[src/rtl/seg_scan_pkg.sv]
// Package: seg_scan_pkg
// Shared types, constants and the hex-to-segment decode function for the
// 7-segment scan controller.
//   scan_state_t : scan FSM phase (BLANK gap or DRIVE slot)
//   SEG_OFF      : cathode pattern with every segment and the dp dark
//   hex_to_seg   : 4-bit nibble -> active-low {g,f,e,d,c,b,a}
package seg_scan_pkg;

    typedef enum logic {
        BLANK = 1'b0,
        DRIVE = 1'b1
    } scan_state_t;

    localparam logic [7:0] SEG_OFF = 8'hFF;

    function automatic logic [6:0] hex_to_seg(input logic [3:0] hex);
        logic [6:0] seg;
        case (hex)
            4'h0: seg = 7'b1000000;
            4'h1: seg = 7'b1111001;
            4'h2: seg = 7'b0100100;
            4'h3: seg = 7'b0110000;
            4'h4: seg = 7'b0011001;
            4'h5: seg = 7'b0010010;
            4'h6: seg = 7'b0000010;
            4'h7: seg = 7'b1111000;
            4'h8: seg = 7'b0000000;
            4'h9: seg = 7'b0010000;
            4'hA: seg = 7'b0001000;
            4'hB: seg = 7'b0000011;
            4'hC: seg = 7'b1000110;
            4'hD: seg = 7'b0100001;
            4'hE: seg = 7'b0000110;
            default: seg = 7'b0001110;
        endcase
        return seg;
    endfunction

endpackage

[src/rtl/seg_scan_controller_decoder.sv]
// Module: seg_hex_decoder
// Combinational hex nibble to active-low 7-segment pattern.
// Ports:
//   hex  in  4  nibble to display
//   seg  out 7  active-low {g,f,e,d,c,b,a}
module seg_hex_decoder
    import seg_scan_pkg::*;
(
    input  logic [3:0] hex,
    output logic [6:0] seg
);

    assign seg = hex_to_seg(hex);

endmodule

[src/rtl/seg_scan_controller.sv]
// Module: seg_scan_controller
// Time-multiplexed scan controller for a shared 7-segment bus. Each digit is
// driven for SLOT_CYCLES after a BLANK_CYCLES all-anodes-off gap. New images
// arrive through a valid/ready port into a shadow buffer and are committed to
// the displayed image only at the end of a full scan, so frames never tear.
// Optional feature macro: SEG_SCAN_PWM_EN (anode duty control via brightness).
// Ports:
//   clk         in   1            system clock
//   rst         in   1            asynchronous active-high reset
//   wr_valid    in   1            write request
//   wr_ready    out  1            shadow buffer free
//   wr_data     in   4*SEG_COUNT  hex nibble per digit (digit i = [4i+3:4i])
//   wr_dp       in   SEG_COUNT    decimal point per digit, 1 = lit
//   wr_mask     in   SEG_COUNT    digit enable, 0 = dark
//   brightness  in   4            duty level (SEG_SCAN_PWM_EN only)
//   seg         out  8            active-low cathodes {dp,g,f,e,d,c,b,a}
//   an          out  SEG_COUNT    active-low anodes
//   frame_done  out  1            one-cycle pulse on the last cycle of a scan
module seg_scan_controller
    import seg_scan_pkg::*;
#(
    parameter int SEG_COUNT    = 4,
    parameter int SLOT_CYCLES  = 100000,
    parameter int BLANK_CYCLES = 1000
) (
    input  logic                   clk,
    input  logic                   rst,
    input  logic                   wr_valid,
    output logic                   wr_ready,
    input  logic [4*SEG_COUNT-1:0] wr_data,
    input  logic [SEG_COUNT-1:0]   wr_dp,
    input  logic [SEG_COUNT-1:0]   wr_mask,
    input  logic [3:0]             brightness,
    output logic [7:0]             seg,
    output logic [SEG_COUNT-1:0]   an,
    output logic                   frame_done
);

    localparam int MAX_CYCLES = (SLOT_CYCLES > BLANK_CYCLES) ? SLOT_CYCLES : BLANK_CYCLES;
    localparam int CNT_W      = $clog2(MAX_CYCLES);
    localparam int IDX_W      = (SEG_COUNT > 1) ? $clog2(SEG_COUNT) : 1;

    localparam logic [CNT_W-1:0] BLANK_LAST = CNT_W'(BLANK_CYCLES - 1);
    localparam logic [CNT_W-1:0] SLOT_LAST  = CNT_W'(SLOT_CYCLES - 1);
    // One cycle before the commit cycle: lets frame_done come out of a
    // register yet still be high on the commit cycle itself.
    localparam logic [CNT_W-1:0] SLOT_PRE   = CNT_W'(SLOT_CYCLES - 2);
    localparam logic [IDX_W-1:0] IDX_LAST   = IDX_W'(SEG_COUNT - 1);

    scan_state_t            state_reg;
    logic [CNT_W-1:0]       cnt_reg;
    logic [IDX_W-1:0]       idx_reg;

    logic [4*SEG_COUNT-1:0] shadow_data_reg;
    logic [SEG_COUNT-1:0]   shadow_dp_reg;
    logic [SEG_COUNT-1:0]   shadow_mask_reg;
    logic                   pending_reg;

    logic [4*SEG_COUNT-1:0] active_data_reg;
    logic [SEG_COUNT-1:0]   active_dp_reg;
    logic [SEG_COUNT-1:0]   active_mask_reg;

    logic                   wr_ready_reg;
    logic [SEG_COUNT-1:0]   an_reg;
    logic [7:0]             seg_reg;
    logic                   frame_done_reg;

    logic [3:0]             active_digit [SEG_COUNT];
    logic [SEG_COUNT-1:0]   an_drive;
    logic [3:0]             cur_nibble;
    logic [6:0]             cur_seg7;
    logic                   pwm_on;
    logic                   commit_point;
    logic                   wr_accept;

`ifdef SEG_SCAN_PWM_EN
    // Duty gating uses the low 4 counter bits, so the pattern repeats every
    // 16 cycles inside the DRIVE slot.
    assign pwm_on = (cnt_reg[3:0] < brightness);
`else
    logic brightness_unused;
    assign brightness_unused = ^brightness;
    assign pwm_on = 1'b1;
`endif

    for (genvar gi = 0; gi < SEG_COUNT; gi++) begin : g_digit
        assign active_digit[gi] = active_data_reg[4*gi +: 4];
        // Masked digits keep their anode high even in their own slot.
        assign an_drive[gi] = ~((idx_reg == IDX_W'(gi)) && active_mask_reg[gi] && pwm_on);
    end

    assign cur_nibble = active_digit[idx_reg];

    seg_hex_decoder u_dec (
        .hex (cur_nibble),
        .seg (cur_seg7)
    );

    assign commit_point = (state_reg == DRIVE) && (idx_reg == IDX_LAST) && (cnt_reg == SLOT_LAST);
    assign wr_accept    = wr_valid && wr_ready_reg;

    always_ff @(posedge clk or posedge rst) begin
        if (rst) begin
            state_reg       <= BLANK;
            cnt_reg         <= '0;
            idx_reg         <= '0;
            shadow_data_reg <= '0;
            shadow_dp_reg   <= '0;
            shadow_mask_reg <= '0;
            pending_reg     <= 1'b0;
            active_data_reg <= '0;
            active_dp_reg   <= '0;
            active_mask_reg <= '0;
            wr_ready_reg    <= 1'b1;
            an_reg          <= '1;
            seg_reg         <= SEG_OFF;
            frame_done_reg  <= 1'b0;
        end else begin
            // Scan sequencing
            case (state_reg)
                BLANK: begin
                    if (cnt_reg == BLANK_LAST) begin
                        state_reg <= DRIVE;
                        cnt_reg   <= '0;
                    end else begin
                        cnt_reg <= cnt_reg + 1'b1;
                    end
                end
                default: begin
                    if (cnt_reg == SLOT_LAST) begin
                        state_reg <= BLANK;
                        cnt_reg   <= '0;
                        idx_reg   <= (idx_reg == IDX_LAST) ? '0 : idx_reg + 1'b1;
                    end else begin
                        cnt_reg <= cnt_reg + 1'b1;
                    end
                end
            endcase

            // Shadow/active buffering. While pending, wr_ready is low so no
            // write can land on the commit cycle that consumes the shadow; a
            // write accepted on a commit cycle with nothing pending simply
            // waits for the following frame boundary.
            if (commit_point && pending_reg) begin
                active_data_reg <= shadow_data_reg;
                active_dp_reg   <= shadow_dp_reg;
                active_mask_reg <= shadow_mask_reg;
                pending_reg     <= 1'b0;
                wr_ready_reg    <= 1'b1;
            end else if (wr_accept) begin
                shadow_data_reg <= wr_data;
                shadow_dp_reg   <= wr_dp;
                shadow_mask_reg <= wr_mask;
                pending_reg     <= 1'b1;
                wr_ready_reg    <= 1'b0;
            end

            frame_done_reg <= (state_reg == DRIVE) && (idx_reg == IDX_LAST) && (cnt_reg == SLOT_PRE);

            // Pins follow the current FSM state with one register of delay.
            if (state_reg == DRIVE) begin
                an_reg  <= an_drive;
                seg_reg <= active_mask_reg[idx_reg] ? {~active_dp_reg[idx_reg], cur_seg7} : SEG_OFF;
            end else begin
                an_reg  <= '1;
                seg_reg <= SEG_OFF;
            end
        end
    end

    assign wr_ready   = wr_ready_reg;
    assign an         = an_reg;
    assign seg        = seg_reg;
    assign frame_done = frame_done_reg;

endmodule

[config.mk]
export PLATFORM = sky130hd
export DESIGN_NAME = seg_scan_controller
export DESIGN_NICKNAME = d
export VERILOG_FILES = /design/src/rtl/seg_scan_pkg.sv /design/src/rtl/seg_scan_controller_decoder.sv /design/src/rtl/seg_scan_controller.sv
export SDC_FILE = /design/constraint.sdc
export NUM_CORES = 1
export LEC_CHECK = 0
export ABC_AREA = 1
export BUFFER_PORTS_ARGS = -buffer_cell sky130_fd_sc_hd__buf_2
export CAP_MARGIN = 20
export CORE_ASPECT_RATIO = 1.25
export CORE_UTILIZATION = 50
export CTS_CLUSTER_DIAMETER = 30
export DETAILED_ROUTE_END_ITERATION = 10
export GPL_TIMING_DRIVEN = 0
export PLACE_DENSITY = 0.78
export SYNTH_ARGS = -nofsm -noshare
export SYNTH_HDL_FRONTEND = slang
export SYNTH_SLANG_ARGS = --single-unit
[constraint.sdc]
create_clock -name clk -period 2.5 [get_ports clk]
set_input_delay 0.25 -clock clk [delete_from_list [all_inputs] [get_ports clk]]
set_output_delay 0.25 -clock clk [all_outputs]
set_load 0.005 [all_outputs]
==> metrics.log <==
[metrics] largest net degree at the start of global routing: 64
[metrics] wire length of the first global-routing pass: roughly 14000 um
[metrics] highest routed layer: met4
[metrics] H-tree depth: 3
[metrics] nets in the synthesized netlist: 530
[metrics] detail-routed via count per cell: 5.06
[metrics] adder and majority gate portion of the synthesized area: under 10%
[metrics] Switching Power: 0.692 mW
[metrics] final hold violation count: 0
[metrics] fin worst setup slack: approximately 0.54 ns
[metrics] distinct cell type count of the synthesized netlist: 29
[metrics] Wirelength per Cell: roughly 12 um
[metrics] I/O Buffers: 40
[metrics] Hold Worst Slack: 0.107 ns
[metrics] number of enable-type register cells in the synthesized netlist: 0
[metrics] die extent in y: 103 um
[metrics] number of placement rows: 36
[metrics] Worst Hold Class: in -> reg
[metrics] share of power burned in the clock network: approximately 33%
[metrics] Final Wtd Congestion: 0.849
[metrics] cell internal pwr: 1.97 mW
[metrics] Final Util: 58.9%
[metrics] most area-consuming cells after synthesis: sky130_fd_sc_hd__dfrtp_1 43%, sky130_fd_sc_hd__nand2_1 13%, sky130_fd_sc_hd__dfstp_2 8.4%
[metrics] arrival time at the worst endpoint: 2.27 ns
[metrics] overall routing resource usage: 21.9%
[metrics] sequential fraction of the synthesis area: 51.4%
[metrics] Detailed Routing Iterations Pass 1: 4
[metrics] maximum fanout along the worst path: 11
[metrics] Slew Limit Headroom: 71.1%
[metrics] beginning of the worst hold path: wr_data[15]
[metrics] worst stage delay on the critical path: approximately 0.46 ns
[metrics] number of top-level design ports: 45
[metrics] width of the die: 82.8 um
[metrics] yosys synthesis warning count: 0
[metrics] critical path, cell by cell: inv_1 > buf_2 > nand2_1 > nand3_1 > nand2_1 > inv_1 > ha_1 > inv_1 > nand2_1 > nand3_1 > nand3_1
[metrics] reported leakage power: 2.35 nW
[metrics] timing startpoint of the critical path: idx_reg[0]
[metrics] share of the synthesized netlist area taken by xor and xnor gates: roughly 2.4%
[metrics] setup repair after global routing missed its margin: no
[metrics] largest family of logic cells by synthesized area: simple AND/OR/NAND/NOR gates
[metrics] TritonCTS clock tree: yes
[metrics] Tcrit/Tclk final: 78.5%
[metrics] Max Buffers Root-to-Sink: 2
[metrics] MaxCap Viol Count: 0
[metrics] total setup violations reported at the end of the flow: 0
[metrics] length of routed wiring on met1: 3480 um
[metrics] Iter 0 DRT Violations: 129
[metrics] slew at the pin closest to its max-slew limit: 0.430 ns
[metrics] startpoint kind of the worst setup timing path: register
[metrics] FF-to-FF Start: idx_reg[0]
[metrics] Critical Path End Type: register
[metrics] shortest clock period the worst path allows after layout: 1.96 ns
[metrics] antenna violations before repair: 0
[metrics] proportion of power drawn by combinational gates: 9.3%
[metrics] detailed route wirelength on metal2: 3890 um
[metrics] switching share of total power: roughly a quarter
[metrics] number of instances in the synthesized netlist: just under 500
[metrics] Yosys reg bits: 83
[metrics] antenna diode count: 0
[metrics] Routed met3 length: 350 um
[metrics] Detail Route Antenna Nets: 0
[metrics] CP max stage cell: sky130_fd_sc_hd__dfrtp_1
[metrics] fin. max-slew vios: 0
[metrics] cell types with the highest counts after synthesis: 142 x sky130_fd_sc_hd__nand2_1, 70 x sky130_fd_sc_hd__dfrtp_1, 63 x sky130_fd_sc_hd__nand3_1
[metrics] sinks on the clock net: 83
[metrics] share of Yosys cell area claimed by the top area cell type: 43.0%
[metrics] Seq pwr share: 57.9%
[metrics] via count of the first global-routing pass: about 3.1k
[metrics] path type of the worst setup path: reg -> reg
[metrics] Data required, critical path: 2.81 ns
[metrics] area delta synth->final: 13.2%
[metrics] Post-CTS Setup Repair Bufs: 0
[metrics] Core Area: 7840 sq um
[metrics] number of nets in the layout: 583
[metrics] leading register cell type out of synthesis: sky130_fd_sc_hd__dfrtp_1
[metrics] total overflow reported by the global router: 0
[metrics] Detail Placement HPWL: 5850 um
[metrics] clock latency reported for the late side of the worst-skew pair: 0.36 ns
[metrics] library cell with the highest instance count after synthesis: sky130_fd_sc_hd__nand2_1
[metrics] synthesized-area fraction occupied by ao, oa, aoi and oai cells: a little over 6%
[metrics] PostCTS Resize Cnt: 0
[metrics] CP delay by family, top: buffers and inverters
[metrics] flip-flop count of the largest register, all copies and words added: 17
[metrics] DP Worst Slack: 0.576 ns
[metrics] maximum resistive drop on vdd: around 520 uV
[metrics] post-synthesis average cell area: 8.37 sq um
[metrics] proportion of register bits with asynchronous set or reset after synthesis: 100%
[metrics] post-synthesis cell type with the largest combined area: sky130_fd_sc_hd__dfrtp_1
[metrics] simple logic cell fraction of the synthesized area: 27.8%
[metrics] number of CTS-inserted buffers: 9
[metrics] Die Footprint: 8520 sq um
[metrics] areal power density over the cells: between 500 and 600 nW/um^2
[metrics] starting density of the core: 52.0%
[metrics] layout cells sized above 1: 19.5%
[metrics] Routed Wire Length: around 8000 um
[metrics] combined buffer and inverter count along the critical path: 4
[metrics] achievable frequency: 509 MHz
[metrics] run status: completed
[metrics] clock tree skew after final layout: between 0.01 and 0.015 ns
[metrics] remaining routing DRC violations: 0
[metrics] Cell Area, Synth: approximately 4000 sq um
[metrics] master cell of the clock root buffer: sky130_fd_sc_hd__clkbuf_8
[metrics] count of vias placed by the detailed router: 3234
[metrics] PnR Total Power: 2.67 mW
[metrics] clock transition at the registers of the reported paths: 0.08 ns
[metrics] share of cell area taken by muxes after synthesis: 0%
-- worst reg2reg max path: stages, from the launching register on --
cell,delay [ns]
sky130_fd_sc_hd__dfrtp_1,0.46
sky130_fd_sc_hd__inv_1,0.15
sky130_fd_sc_hd__buf_2,0.24
sky130_fd_sc_hd__nand2_1,0.08
sky130_fd_sc_hd__nand3_1,0.09
sky130_fd_sc_hd__nand2_1,0.15
sky130_fd_sc_hd__inv_1,0.14
sky130_fd_sc_hd__ha_1,0.24
sky130_fd_sc_hd__inv_1,0.09
sky130_fd_sc_hd__nand2_1,0.09
sky130_fd_sc_hd__nand3_1,0.08
sky130_fd_sc_hd__nand3_1,0.10
-- power by group through the flow --
stage	logic [mW]	clock network, mW	registers [mW]
2_1_floorplan	0.186	0	1.55
3_3_place_gp	0.237	0	1.56
3_5_place_dp	0.254	0	1.57
4_1_cts	0.256	0.904	1.54
5_1_grt	0.299	0.962	1.56
6_report	0.247	0.876	1.54
-- kinds of logic after synthesis --
family,Yosys count
and+or+nand+nor,266
DFF,83
buffers and inverters,76
AOI/OAI and AO/OA,39
adders and majority gates,12
xor gates and xnor gates,11
-- cells in the final DEF (no fill, tap or decap), types with 2 or more instances in the layout --
cell / netlist / layout
sky130_fd_sc_hd__ha_1: 12 / 12
sky130_fd_sc_hd__dfstp_2: 13 / 13
sky130_fd_sc_hd__nand3_1: 63 / 63
sky130_fd_sc_hd__nand4_1: 5 / 5
sky130_fd_sc_hd__buf_2: 4 / 44
sky130_fd_sc_hd__clkbuf_8: 0 / 11
sky130_fd_sc_hd__o21ai_0: 15 / 15
sky130_fd_sc_hd__nand2_2: 4 / 4
sky130_fd_sc_hd__inv_1: 58 / 57
sky130_fd_sc_hd__clkbuf_1: 3 / 3
sky130_fd_sc_hd__buf_4: 2 / 2
sky130_fd_sc_hd__o21ai_2: 14 / 14
sky130_fd_sc_hd__xor2_1: 11 / 11
sky130_fd_sc_hd__nor2_1: 45 / 45
sky130_fd_sc_hd__dfrtp_1: 70 / 70
sky130_fd_sc_hd__buf_6: 7 / 7
sky130_fd_sc_hd__nand2_1: 142 / 142
sky130_fd_sc_hd__clkinv_2: 0 / 2
sky130_fd_sc_hd__o21ai_1: 7 / 7
-- worst paths after layout --
kind                                        to  cells past startpoint  slack, ns
setup / recovery                        seg[3]                     11       0.54
hold / removal             shadow_data_reg[15]                      3       0.11
setup reg to reg                        seg[3]                     11       0.54
hold reg to reg             shadow_data_reg[8]                      2       0.48
max in group asynchronous               seg[6]                      4       1.47
min in group asynchronous           cnt_reg[1]                      3       0.39
-- metrics by stage --
step | cells | TNS [ns] | cell area, sq um
floorplan | 487 | 0 | 4080
global placement | 622 | -49.05 | 4400
detailed placement | 623 | 0 | 4430
CTS | 639 | 0 | 4610
global route | 639 | 0 | 4610
finish | 639 | 0 | 4610
-- final cells by class --
cell class / instances / area, sq um
sequential: 83 / 2090
buffer: 16 / 125
inverter: 60 / 228
clock inverter: 4 / 26.3
tap: 95 / 119
timing repair buffer: 42 / 238
clock buffer: 11 / 151
multi-input combinational: 328 / 1630
fill: 706 / 3220
-- what timing repair did --
item,CTS,global route
endpoints found under the hold margin,12,0
hold buffers,1,0
endpoints found under the setup margin,0,0
-- metal layers --
metal | GRT usage [%] | vias up
li1 | - | 1635
met1 | 27.3 | 1482
met2 | 35.3 | 96
met3 | 4.42 | 21
met4 | 11.9 | 0
met5 | 0 | -
No activity file was read; power rests on OpenSTA's default activity.
